File: src/rtl/direct_dma_pkg.sv
// ============================================================================
//  Module   : direct_dma_pkg
//  Purpose  : Shared definitions for the block-mode descriptor responder:
//             descriptor field offsets, status bit positions, accept FSM
//             state encoding and the descriptor / status struct types.
//  Revision : 1.0  initial release
// ============================================================================
`default_nettype none

package direct_dma_pkg;

    // Raw descriptor and status widths
    localparam int DESC_W          = 256;
    localparam int STATUS_W        = 160;

    // Descriptor field positions inside desc_data
    localparam int DESC_IRQ_BIT    = 0;
    localparam int DESC_FIRST_BIT  = 10;
    localparam int DESC_LAST_BIT   = 11;
    localparam int DESC_BCOUNT_LSB = 32;
    localparam int DESC_BCOUNT_W   = 32;
    localparam int DESC_SYS_LSB    = 64;
    localparam int DESC_CARD_LSB   = 128;
    localparam int DESC_ADDR_W     = 64;

    // Completion status bit positions
    localparam int ST_IRQ          = 0;
    localparam int ST_FIRST        = 1;
    localparam int ST_LAST         = 2;
    localparam int ST_ERROR        = 3;
    localparam int ST_SHORT        = 4;
    localparam int ST_ABORTED      = 5;
    localparam int ST_PROTO_ERR    = 6;
    localparam int ST_BCOUNT_LSB   = 32;
    localparam int ST_ADDR_LSB     = 64;
    localparam int ST_SEQ_LSB      = 128;

    // Accept handshake states
    typedef enum logic [1:0] {
        ST_IDLE     = 2'd0,
        ST_ACK      = 2'd1,
        ST_WAIT_LOW = 2'd2
    } acc_state_t;

    // Descriptor as held in the ring (chain_err is resolved at accept time)
    typedef struct packed {
        logic [DESC_ADDR_W-1:0]   card_addr;
        logic [DESC_ADDR_W-1:0]   sys_addr;
        logic [DESC_BCOUNT_W-1:0] bcount;
        logic                     last;
        logic                     first;
        logic                     irq;
        logic                     chain_err;
    } desc_t;

    // Completion status word, MSB first
    typedef struct packed {
        logic [31:0] seq;
        logic [63:0] end_addr;
        logic [31:0] cpl_bcount;
        logic [24:0] rsvd;
        logic        proto_err;
        logic        aborted;
        logic        short_xfer;
        logic        error;
        logic        last;
        logic        first;
        logic        irq;
    } status_t;

endpackage

`default_nettype wire

File: src/rtl/direct_desc_ring.sv
// ============================================================================
//  Module   : direct_desc_ring
//  Purpose  : Descriptor ring storage with write, dispatch and completion
//             pointers (each carrying a wrap bit) plus occupancy flags.
//  Revision : 1.0  initial release
// ============================================================================
`default_nettype none

module direct_desc_ring
    import direct_dma_pkg::*;
#(
    parameter int DEPTH = 4
) (
    input  logic  clk,
    input  logic  rst,
    input  logic  i_clr,
    input  logic  i_push,
    input  desc_t i_push_entry,
    input  logic  i_disp_adv,
    input  logic  i_cpl_adv,
    input  logic  i_trunc,
    output logic  o_full,
    output logic  o_empty,
    output logic  o_pending,
    output logic  o_outstanding,
    output desc_t o_disp_entry,
    output desc_t o_cpl_entry
);

    localparam int                 c_IDX_W   = (DEPTH > 1) ? $clog2(DEPTH) : 1;
    localparam int                 c_PTR_W   = c_IDX_W + 1;
    localparam logic [c_PTR_W-1:0] c_ONE     = c_PTR_W'(1);
    localparam logic [c_PTR_W-1:0] c_DEPTH_P = c_PTR_W'(DEPTH);

    desc_t              r_mem [DEPTH];
    logic [c_PTR_W-1:0] r_wr;
    logic [c_PTR_W-1:0] r_disp;
    logic [c_PTR_W-1:0] r_cpl;
    logic [c_PTR_W-1:0] w_occ;

    // Descriptor storage; contents need no reset, pointers qualify them
    always_ff @(posedge clk) begin
        if (i_push) begin
            r_mem[r_wr[c_IDX_W-1:0]] <= i_push_entry;
        end
    end

    // Pointer update; truncation discards everything not yet dispatched
    always_ff @(posedge clk or posedge rst) begin
        if (rst) begin
            r_wr   <= '0;
            r_disp <= '0;
            r_cpl  <= '0;
        end else if (i_clr) begin
            r_wr   <= '0;
            r_disp <= '0;
            r_cpl  <= '0;
        end else begin
            if (i_trunc) begin
                r_wr <= r_disp;
            end else if (i_push) begin
                r_wr <= r_wr + c_ONE;
            end
            if (i_disp_adv) begin
                r_disp <= r_disp + c_ONE;
            end
            if (i_cpl_adv) begin
                r_cpl <= r_cpl + c_ONE;
            end
        end
    end

    assign w_occ         = r_wr - r_cpl;
    assign o_full        = (w_occ == c_DEPTH_P);
    assign o_empty       = (r_wr == r_cpl);
    assign o_pending     = (r_disp != r_wr);
    assign o_outstanding = (r_cpl != r_disp);
    assign o_disp_entry  = r_mem[r_disp[c_IDX_W-1:0]];
    assign o_cpl_entry   = r_mem[r_cpl[c_IDX_W-1:0]];

endmodule

`default_nettype wire

File: src/rtl/direct_desc_responder.sv
// ============================================================================
//  Module   : direct_desc_responder
//  Purpose  : Block-mode DMA descriptor responder: 4-phase accept handshake,
//             in-order dispatch to the transfer engine, completion status
//             generation with a one-entry skid, abort and soft reset.
//  Options  : DIRECT_DESC_CHAIN_CHECK_EN enables first/last chain checking.
//  Revision : 1.0  initial release
// ============================================================================
`default_nettype none

module direct_desc_responder
    import direct_dma_pkg::*;
#(
    parameter int         DESC_DEPTH = 4,
    parameter logic [7:0] CHANNEL    = 8'd0
) (
    input  logic                clk,
    input  logic                rst,
    input  logic                desc_rst_n,
    input  logic                desc_req,
    input  logic [31:0]         desc_ptr,
    input  logic [DESC_W-1:0]   desc_data,
    output logic                desc_ready,
    input  logic                desc_abort,
    output logic                desc_abort_ack,
    output logic                desc_done,
    output logic [7:0]          desc_done_channel,
    output logic [STATUS_W-1:0] desc_done_status,
    output logic                xfer_valid,
    input  logic                xfer_ready,
    output logic [63:0]         xfer_sys_addr,
    output logic [63:0]         xfer_card_addr,
    output logic [31:0]         xfer_bcount,
    output logic                xfer_first,
    output logic                xfer_last,
    input  logic                xfer_cpl_valid,
    input  logic [31:0]         xfer_cpl_bcount,
    input  logic                xfer_cpl_error
);

    acc_state_t  r_state;
    acc_state_t  w_state_nxt;
    logic        w_push;
    desc_t       w_desc_in;
    desc_t       w_push_entry;
    desc_t       w_disp_entry;
    desc_t       w_cpl_entry;
    logic        w_chain_err;
    logic        w_full;
    logic        w_empty;
    logic        w_pending;
    logic        w_outstanding;
    logic        w_xfer_valid;
    logic        w_disp_zero;
    logic        w_fire;
    logic        w_block;
    logic        w_zb;
    logic        w_cpl_ok;
    logic        w_evt;
    logic        w_proto;
    logic        w_trunc;
    logic [31:0] w_cpl_bytes;
    status_t     w_new_status;
    status_t     r_status;
    status_t     r_skid;
    logic        r_skid_valid;
    logic        r_done;
    logic        r_proto_err;
    logic        r_abort_ack;
    logic [31:0] r_seq;
    logic        w_unused;

    // Pointer-only and reserved descriptor bits carry nothing in block mode
    assign w_unused = ^{desc_ptr, desc_data[255:192], desc_data[31:12],
                        desc_data[9:1], w_empty};

    // Field extraction from the raw descriptor word
    always_comb begin
        w_desc_in           = '0;
        w_desc_in.card_addr = desc_data[DESC_CARD_LSB +: DESC_ADDR_W];
        w_desc_in.sys_addr  = desc_data[DESC_SYS_LSB +: DESC_ADDR_W];
        w_desc_in.bcount    = desc_data[DESC_BCOUNT_LSB +: DESC_BCOUNT_W];
        w_desc_in.last      = desc_data[DESC_LAST_BIT];
        w_desc_in.first     = desc_data[DESC_FIRST_BIT];
        w_desc_in.irq       = desc_data[DESC_IRQ_BIT];
        w_desc_in.chain_err = 1'b0;
        w_push_entry           = w_desc_in;
        w_push_entry.chain_err = w_chain_err;
    end

`ifdef DIRECT_DESC_CHAIN_CHECK_EN
    logic r_in_chain;

    // A chain is open after any accepted descriptor without last set
    always_ff @(posedge clk or posedge rst) begin
        if (rst) begin
            r_in_chain <= 1'b0;
        end else if (!desc_rst_n) begin
            r_in_chain <= 1'b0;
        end else if (w_push) begin
            r_in_chain <= !w_desc_in.last;
        end
    end

    assign w_chain_err = (w_desc_in.first && r_in_chain) ||
                         (!w_desc_in.first && !r_in_chain);
`else
    assign w_chain_err = 1'b0;
`endif

    // Accept FSM state register; a soft reset seen with desc_req still high
    // parks in WAIT_LOW so the stale level is not taken as a new descriptor
    always_ff @(posedge clk or posedge rst) begin
        if (rst) begin
            r_state <= ST_IDLE;
        end else if (!desc_rst_n) begin
            r_state <= desc_req ? ST_WAIT_LOW : ST_IDLE;
        end else begin
            r_state <= w_state_nxt;
        end
    end

    // Accept FSM next state and capture strobe
    always_comb begin
        w_state_nxt = r_state;
        w_push      = 1'b0;
        case (r_state)
            ST_IDLE: begin
                if (desc_req && !w_full && !desc_abort && desc_rst_n) begin
                    w_push      = 1'b1;
                    w_state_nxt = ST_ACK;
                end
            end
            ST_ACK: begin
                if (!desc_req) begin
                    w_state_nxt = ST_IDLE;
                end
            end
            ST_WAIT_LOW: begin
                if (!desc_req) begin
                    w_state_nxt = ST_IDLE;
                end
            end
            default: w_state_nxt = ST_IDLE;
        endcase
    end

    assign desc_ready = (r_state == ST_ACK);

    direct_desc_ring #(
        .DEPTH (DESC_DEPTH)
    ) u_ring (
        .clk           (clk),
        .rst           (rst),
        .i_clr         (!desc_rst_n),
        .i_push        (w_push),
        .i_push_entry  (w_push_entry),
        .i_disp_adv    (w_fire || w_zb),
        .i_cpl_adv     (w_evt),
        .i_trunc       (w_trunc),
        .o_full        (w_full),
        .o_empty       (w_empty),
        .o_pending     (w_pending),
        .o_outstanding (w_outstanding),
        .o_disp_entry  (w_disp_entry),
        .o_cpl_entry   (w_cpl_entry)
    );

    // Dispatch: zero-length entries never reach the engine; they retire in
    // place once everything ahead of them has completed (cpl == disp)
    assign w_disp_zero  = (w_disp_entry.bcount == '0);
    assign w_xfer_valid = w_pending && !desc_abort && !w_disp_zero;
    assign w_fire       = w_xfer_valid && xfer_ready;

    // Skid occupied and done still high: no room for another retire
    assign w_block   = r_skid_valid && r_done;
    assign w_zb      = w_pending && w_disp_zero && !w_outstanding &&
                       !desc_abort && !w_block;
    assign w_cpl_ok  = xfer_cpl_valid && w_outstanding && !w_block;
    assign w_proto   = xfer_cpl_valid && !w_cpl_ok;
    assign w_evt     = w_cpl_ok || w_zb;
    assign w_trunc   = desc_abort && !w_outstanding;

    assign w_cpl_bytes = w_zb ? 32'd0 : xfer_cpl_bcount;

    // Status word for the entry retiring this cycle
    always_comb begin
        w_new_status                              = '0;
        w_new_status[ST_IRQ]                      = w_cpl_entry.irq;
        w_new_status[ST_FIRST]                    = w_cpl_entry.first;
        w_new_status[ST_LAST]                     = w_cpl_entry.last;
        w_new_status[ST_ERROR]                    = w_zb || w_cpl_entry.chain_err ||
                                                    (w_cpl_ok && xfer_cpl_error);
        w_new_status[ST_SHORT]                    = (w_cpl_bytes < w_cpl_entry.bcount);
        w_new_status[ST_ABORTED]                  = desc_abort;
        w_new_status[ST_PROTO_ERR]                = r_proto_err;
        w_new_status[ST_BCOUNT_LSB +: 32]         = w_cpl_bytes;
        w_new_status[ST_ADDR_LSB +: DESC_ADDR_W]  = w_cpl_entry.sys_addr + {32'd0, w_cpl_bytes};
        w_new_status[ST_SEQ_LSB +: 32]            = r_seq;
    end

    // Done pulse generation with a one-entry skid to keep pulses 2 cycles apart
    always_ff @(posedge clk or posedge rst) begin
        if (rst) begin
            r_done       <= 1'b0;
            r_status     <= '0;
            r_skid       <= '0;
            r_skid_valid <= 1'b0;
            r_proto_err  <= 1'b0;
            r_seq        <= '0;
        end else if (!desc_rst_n) begin
            r_done       <= 1'b0;
            r_status     <= '0;
            r_skid       <= '0;
            r_skid_valid <= 1'b0;
            r_proto_err  <= 1'b0;
            r_seq        <= '0;
        end else begin
            if (w_proto) begin
                r_proto_err <= 1'b1;
            end
            if (w_evt) begin
                r_seq <= r_seq + 32'd1;
            end
            if (r_done) begin
                r_done <= 1'b0;
                if (w_evt) begin
                    r_skid       <= w_new_status;
                    r_skid_valid <= 1'b1;
                end
            end else if (r_skid_valid) begin
                r_done       <= 1'b1;
                r_status     <= r_skid;
                r_skid_valid <= w_evt;
                if (w_evt) begin
                    r_skid <= w_new_status;
                end
            end else if (w_evt) begin
                r_done   <= 1'b1;
                r_status <= w_new_status;
            end
        end
    end

    // Abort acknowledge: raised once nothing is outstanding, held until abort drops
    always_ff @(posedge clk or posedge rst) begin
        if (rst) begin
            r_abort_ack <= 1'b0;
        end else if (!desc_rst_n) begin
            r_abort_ack <= 1'b0;
        end else begin
            r_abort_ack <= desc_abort && (r_abort_ack || !w_outstanding);
        end
    end

    assign desc_abort_ack    = r_abort_ack;
    assign desc_done         = r_done;
    assign desc_done_channel = CHANNEL;
    assign desc_done_status  = r_status;

    assign xfer_valid     = w_xfer_valid;
    assign xfer_sys_addr  = w_xfer_valid ? w_disp_entry.sys_addr  : 64'd0;
    assign xfer_card_addr = w_xfer_valid ? w_disp_entry.card_addr : 64'd0;
    assign xfer_bcount    = w_xfer_valid ? w_disp_entry.bcount    : 32'd0;
    assign xfer_first     = w_xfer_valid && w_disp_entry.first;
    assign xfer_last      = w_xfer_valid && w_disp_entry.last;

endmodule

`default_nettype wire

File: config.mk
export PLATFORM = sky130hd
export DESIGN_NAME = direct_desc_responder
export DESIGN_NICKNAME = d
export VERILOG_FILES = /design/src/rtl/direct_dma_pkg.sv /design/src/rtl/direct_desc_ring.sv /design/src/rtl/direct_desc_responder.sv
export SDC_FILE = /design/constraint.sdc
export NUM_CORES = 2
export LEC_CHECK = 0
export ABC_AREA = 1
export CAP_MARGIN = 30
export CELL_PAD_IN_SITES_DETAIL_PLACEMENT = 0
export CELL_PAD_IN_SITES_GLOBAL_PLACEMENT = 2
export CORE_ASPECT_RATIO = 0.75
export CORE_UTILIZATION = 43
export CTS_CLUSTER_SIZE = 10
export DETAILED_ROUTE_END_ITERATION = 6
export DONT_BUFFER_PORTS = 1
export PLACE_DENSITY_LB_ADDON = 0.1
export SYNTH_ARGS = -nofsm -noshare
export SYNTH_HDL_FRONTEND = slang
export SYNTH_SLANG_ARGS = --single-unit
File: constraint.sdc
create_clock -name clk -period 24.2 [get_ports clk]
set_clock_uncertainty 0.2 [all_clocks]
set_input_delay 1.21 -clock clk [delete_from_list [all_inputs] [get_ports clk]]
set_output_delay 1.21 -clock clk [all_outputs]
set_load 0.01 [all_outputs]
Word level (Yosys, flattened, before mapping)
Memory sizes are Yosys's and may differ from the RTL's.
Cells that the tools add are included.
- reductions and logical operators: 35
- $add $sub $neg: 6
- $lt $le $gt $ge: 1
- muxes and demuxes: 41
- equal/unequal tests: 15
- operators by type and width (operator ; number):
    160-bit two-way mux ; 8
    32-bit two-way mux ; 4
    64-bit two-way mux ; 2
    64-bit by 32-bit adder with 64-bit output ; 1
    32-bit by 1-bit adder with 32-bit output (second input constant) ; 1
    32-bit zero test ; 1
    32-bit < comparator ; 1
    3-bit two-way mux ; 7
    1-bit logical AND ; 19
    1-bit two-way mux ; 15
    3-bit by 1-bit adder with 3-bit output (second input constant) ; 3
    3-bit by 1-bit inequality test with 1-bit output (second input constant) ; 3
    2-bit two-way mux ; 4
    1-bit zero test ; 6
    2-bit by 1-bit inequality test with 1-bit output (second input constant) ; 3
    3-bit inequality test ; 2
    3-bit inequality test (second input constant) ; 2
    1-bit logical OR ; 4
    2-bit case mux with 2 select lines ; 1
    2-bit AND reduction ; 2
    3-bit == test (second input constant) ; 1
    3-bit by 2-bit inequality test with 1-bit output (second input constant) ; 1
    3-bit subtractor ; 1
    2-bit by 1-bit == test with 1-bit output (second input constant) ; 1
    5 further kinds ; 5
- flip-flop bits (word level): 367
- RAM bits: 652
- memories kept: 1
- input bits: 328
- memory list (memory ; depth ; width ; rd ports ; clocked after memory_dff ; write ports ; RTL line ; source):
    u_ring.r_mem ; 4 ; 163 ; 2 ; 0 ; 1 ; direct_desc_ring.sv:35 ; desc_t r_mem [DEPTH];

Logic depth before layout (Yosys ltp)
An unclocked memory read counts as a cell.
- word-level depth: 12
- gate-level depth with buffers: 35
- mapped depth without buffers: 32

By module
From an unflattened synthesis, not the netlist that was laid out.
- cells, all modules: 6482
- area, all modules: 51942.3 um^2
- modules (own cells, without submodules) (module ; seq. area each (um^2) ; cells each ; instances ; area an instance (um^2)):
    direct_desc_ring ; 19924.1 ; 3596 ; 1 ; 32294.7
    direct_desc_responder ; 7707.4 ; 2886 ; 1 ; 19647.6

Worst setup path after synthesis
No wires, ideal clock.
- path type: flip-flop to flip-flop
- from: register u_ring.r_cpl[1]
- to: memory u_ring.r_mem[0][0] (netlist name) (enable)
- stages on the path, launching flop included: 14
- setup slack: 13712 ps
- required time: 23311 ps
- period minus slack after synthesis: 10488 ps
- library setup time: 689 ps
- data arrival time: 9599 ps
- path through: dfrtp_1 buf_2 inv_1 clkbuf_1 buf_1 buf_1 clkbuf_1 clkbuf_1 ha_1 a21oi_1 a21oi_1 o21ai_0 nand4_1 nor2_1
- longest elaborated chain between the ends: 10
- ends and longest elaborated chain (what ; RTL line ; source):
    start: declaration ; direct_desc_ring.sv:38 ; logic [c_PTR_W-1:0] r_cpl;
    start signal: assignment ; direct_desc_ring.sv:68 ; r_cpl <= r_cpl + c_ONE;
    3-bit subtractor ; direct_desc_ring.sv:73 ; assign w_occ = r_wr - r_cpl;
    3-bit == test ; direct_desc_ring.sv:74 ; assign o_full = (w_occ == c_DEPTH_P);
    1-bit zero test ; direct_desc_responder.sv:129 ; if (desc_req && !w_full && !desc_abort && desc_rst_n) begin
    1-bit logical AND (3 in a row) ; direct_desc_responder.sv:129 ;
    1-bit two-way mux ; direct_desc_responder.sv:129 ;
    1-bit two-way mux ; direct_desc_responder.sv:127 ; case (r_state)
    1-bit two-way mux ; direct_desc_ring.sv:43 ; if (i_push) begin
    1-bit two-way mux (implied by the code) ; direct_desc_ring.sv:44 ; r_mem[r_wr[c_IDX_W-1:0]] <= i_push_entry;
    end: declaration ; direct_desc_ring.sv:35 ;
Every way passes these cells.

Final worst setup path
- from: register u_ring.r_disp[1]
- to: register r_status, in the netlist desc_done_status[124]
- longest elaborated chain between the ends: 12
- elaborated cells between the ends (all ways): 20
- classes of those cells: add/sub (1); eq/ne (3); mux (5); reduce/logical (10); memory (1)
- ends and longest elaborated chain (what ; RTL line ; source):
    start: declaration ; direct_desc_ring.sv:37 ; logic [c_PTR_W-1:0] r_disp;
    start signal: assignment ; direct_desc_ring.sv:65 ; r_disp <= r_disp + c_ONE;
    memory 4 x 163 bit ; n/a ;
    32-bit zero test ; direct_desc_responder.sv:171 ; assign w_disp_zero = (w_disp_entry.bcount == '0);
    1-bit logical AND (3 in a row) ; direct_desc_responder.sv:177 ; assign w_zb = w_pending && w_disp_zero && !w_outstanding &&
    1-bit logical AND ; direct_desc_responder.sv:178 ; !desc_abort && !w_block;
    32-bit two-way mux ; direct_desc_responder.sv:184 ; assign w_cpl_bytes = w_zb ? 32'd0 : xfer_cpl_bcount;
    64-bit by 32-bit adder with 64-bit output ; direct_desc_responder.sv:198 ; w_new_status[ST_ADDR_LSB +: DESC_ADDR_W] = w_cpl_entry.sys_addr + {32'd0, w_cpl_bytes};
    160-bit two-way mux ; direct_desc_responder.sv:238 ; end else if (w_evt) begin
    160-bit two-way mux ; direct_desc_responder.sv:231 ; end else if (r_skid_valid) begin
    160-bit two-way mux ; direct_desc_responder.sv:225 ; if (r_done) begin
    160-bit two-way mux ; direct_desc_responder.sv:211 ; end else if (!desc_rst_n) begin
    end signal: assignment ; direct_desc_responder.sv:233 ; r_status <= r_skid;
    end signal: assignment ; direct_desc_responder.sv:240 ; r_status <= w_new_status;
    end: declaration ; direct_desc_responder.sv:64 ; status_t r_status;
Parallel ways exist; a longest one is shown, timed or not. The select of a mux whose other input is x is not followed.
A chain may end at the register's enable or synchronous reset.

==> flow_summary.yaml <==
setup_path:
  cp_slowest_stage_delay_ns: 0.79
  critPathMaxFanout: 62
  crit_type: "flip-flop to flip-flop"
  path_buf_inv: 5
  endpoint_kind: "flip-flop"
  critPathSlowestCell: "nand3_2"
  start_kind: "flip-flop"
  required_ns: 24.60
  worstSetupStartpoint: "u_ring.r_disp[1]$_DFFE_PP0P_"
  worstPathArrival_ns: 9.05
  path_delay_family: "simple AND/OR/NAND/NOR gates"
  crit_top_cell: "nand2_1"
  timing.rr.start: "u_ring.r_disp[1]$_DFFE_PP0P_"
yosys:
  synthCells: 4663
  ys_top_cells_by_area: "edfxtp_1 (43%), dfrtp_1 (18%), nand2_1 (7.5%)"
  synthesis.area_um2: 45200
  async_flop_share_pct: 32.7
  ys_ff_latch: 969
  synth_ff_type: "edfxtp_1"
  synth-edff-count: 652
  ys_warn_count: 0
  yosys.area.top_type_share_pct: 43.3
  yosysUniqueCellTypes: 54
  ys_seq_area_share_pct: 60.8
  postSynthAreaPerCell_um2: 9.70
  synth_top_area_cell: "edfxtp_1"
sta:
  finalCritPeriodShare_pct: 35.7
  clock.fmax_mhz: 116
  finalCriticalPeriod_ns: 8.65
  slew_viol_final: 0
  hold_viol: 0
  grt_setup_unrepaired: "no"
  slew_headroom_pct: 24.5
  setup_viol: 0
  tightest_slew_ns: 1.13
  setup_tns_ns: 0
cts:
  post-cts-setup-buffers: 0
  cts_tree: "yes"
  h-tree-depth: 3
  cts-root-buf: "clkbuf_16"
  clock_sinks: 969
  ctsHoldBuffers: 0
  clk-insertion-delay-late_ns: 0.74
  cts_buffer_depth: 3
  postCtsResizedCells: 0
  cts-buffers-inserted: 109
  clk_pin_slew_ns: 0.06
final_layout:
  final_cell_mix: "nand2_1 (903), edfxtp_1 (652), nor2_1 (605)"
  nFillCells: 9659
  area_growth_pct: 9.15
  layout-drive-gt1-share_pct: 4.49
  design_area_um2: 49400
  final_cells: 5975
  fin_nets: 4929
  final_util_pct: 47.6
  mostFrequentLayoutCell: "nand2_1"
placed_design:
  place_congestion: 0.853
  postPlaceCellArea_um2: 46200
  place_hpwl_um: 88000
  dp_cells: 5817
  port_buffers: 0
drt:
  wl_um: 138000
  post_drt_wl_per_cell_um: 23.2
  antenna_left: 0
  vias_per_cell: 5.50
  drt-initial-drc-count: 2936
  drt-pass1-iter-count: 5
  num_vias: 32900
  drc: 0
min_path:
  min-delay-start: "r_seq[30]$_DFFE_PP0P_"
  min_path_type: "flip-flop to flip-flop"
grt:
  grt.total_usage_pct: 25.4
  grt_pass1_vias: 30700
  grt_overflow_total: 0
  grt-busiest-layer: "met2"
  grt_util_met3_pct: 6.94
  grt_antenna_before_repair: 5
  grt_pass1_wl_um: 204000
  grt_max_degree: 192
  met2_usage_pct: 38.3
  use_met1_pct: 36.8
power:
  peakVddDrop_mv: 0.0613
  p_int_mw: 2.97
  power_frac_clock_pct: 33.2
  p_comb_share_pct: 23.2
  seqPwrFrac_pct: 43.6
  power_leakage_nw: 19.0
  p_per_area_nw_per_um2: 91.0
  switchingPower_mw: 1.53
  p_sw_share_pct: 34.0
die:
  die_y_um: 283
  initial_core_util_pct: 43.6
  die_area_um2: 107000
  fp.dieW_um: 377
  io_pins: 662
  rows: 102
  core_area_um2: 104000
flow_run:
  max-cap-violations: 0
status:
  status: "completed"
[registers in the layout (all words and copies together), names as in the netlist]
| name | flops |
|---|---|
| desc_abort_ack | 1 |
| desc_done | 1 |
| desc_done_status | 135 |
| r_proto_err | 1 |
| r_seq | 32 |
| r_skid | 135 |
| r_skid_valid | 1 |
| r_state | 2 |
| u_ring.r_cpl | 3 |
| u_ring.r_disp | 3 |
| u_ring.r_mem | 652 |
| u_ring.r_wr | 3 |
[area by class of cell]
class / instances / area, um^2 / share of cell area, %
Antenna cell: 3 / 7.51 / 0.0152
Clock buffer: 142 / 2870 / 5.81
Sequential cell: 969 / 27500 / 55.7
Multi-Input combinational cell: 3088 / 15300 / 30.9
Clock inverter: 11 / 241 / 0.489
Inverter: 312 / 1200 / 2.43
Timing Repair Buffer: 46 / 500 / 1.01
Tap cell: 1404 / 1760 / 3.56
[through the flow]
| step | hold slack, ns | power (mW) | setup WS [ns] |
|---|---|---|---|
| 2_1_floorplan | 0.250 | 2.68 | 13.71 |
| 3_3_place_gp | 0.274 | 3.03 | 15.39 |
| 3_5_place_dp | 0.274 | 3.04 | 15.49 |
| 4_1_cts | 0.282 | 4.53 | 15.48 |
| 5_1_grt | 0.317 | 4.71 | 14.92 |
| 6_report | 0.282 | 4.49 | 15.55 |
[worst paths after layout]
| check | to | slack [ns] | cells after the start |
|---|---|---|---|
| max in group asynchronous | r_skid[76]$_DFFE_PP0P_ | 22.14 | 2 |
| min in group asynchronous | desc_done_status[138]$_DFFE_PP0P_ | 0.30 | 1 |
| setup / recovery | desc_done_status[124]$_DFFE_PP0P_ | 15.55 | 26 |
| hold / removal | r_seq[30]$_DFFE_PP0P_ | 0.28 | 1 |
| hold reg to reg | r_seq[30]$_DFFE_PP0P_ | 0.28 | 1 |
| setup reg to reg | desc_done_status[124]$_DFFE_PP0P_ | 15.55 | 26 |
[kinds of logic (layout without fill, tap and decap cells)]
| logic type | after synthesis | in the layout | synth area share, % |
|---|---|---|---|
| buffers and inverters | 638 | 511 | 5.82 |
| DFF | 969 | 969 | 60.8 |
| AOI/OAI and AO/OA | 1177 | 1177 | 14.7 |
| and+or+nand+nor | 1733 | 1733 | 15.2 |
| other | 1 | 36 | 0.00829 |
| xor gates and xnor gates | 70 | 70 | 1.36 |
| adders and majority gates | 75 | 75 | 2.09 |
[per-layer routing]
metal | vias to the layer above | routed length [um]
li1 | 15700 | -
met1 | 15900 | 63000
met2 | 1043 | 61500
met3 | 141 | 11500
met4 | 2 | 2410
met5 | - | 17
[worst register-to-register path, cell delays in order, from the launching register on]
cell and delay, ns:
dfrtp_4 0.71, inv_6 0.55, buf_16 0.34, buf_4 0.86, nand3_1 0.27, nand2_1 0.18
nand2_1 0.07, nor2_1 0.18, nand2_1 0.11, nor2_1 0.27, nand3_2 0.79, nand2_1 0.49
inv_1 0.23, ha_1 0.46, nand2_1 0.13, or2_2 0.30, nand3_1 0.18, inv_1 0.07
o21ai_0 0.55, nand2_1 0.23, nor2_1 0.31, nand2_1 0.14, nor3_1 0.19, xor2_1 0.49
nand2_1 0.10, nand2_1 0.08, nand2_1 0.04
[synth_stat cells (4+ instances only)]
| master | number |
|---|---|
| nor3_1 | 35 |
| nor3_2 | 4 |
| nor2_1 | 609 |
| dfrtp_1 | 317 |
| ha_1 | 74 |
| inv_1 | 307 |
| o22ai_1 | 144 |
| a32oi_1 | 18 |
| xor2_1 | 47 |
| edfxtp_1 | 652 |
| or2_2 | 4 |
| a32o_1 | 41 |
| nand3_1 | 133 |
| a21oi_1 | 288 |
| nand4_1 | 17 |
| a221oi_1 | 34 |
| o211ai_1 | 20 |
| a21o_1 | 4 |
| nand2_1 | 904 |
| o21ai_1 | 20 |
| a211oi_1 | 6 |
| buf_1 | 19 |
| inv_2 | 4 |
| a31oi_1 | 24 |
| o21bai_1 | 4 |
| o21ai_0 | 561 |
| clkbuf_1 | 209 |
| nor4_1 | 12 |
| xnor2_1 | 23 |
| buf_4 | 38 |
| buf_2 | 56 |
[power groups by stage]
stage | registers, mW | logic [mW] | clock network [mW]
after global placement | 1.99 | 1.04 | 0
after floorplan | 1.95 | 0.724 | 0
after CTS | 1.96 | 1.05 | 1.52
after global routing | 1.97 | 1.15 | 1.59
final | 1.96 | 1.04 | 1.49
after detailed placement | 1.99 | 1.05 | 0
(Power assumes the default switching activity.)
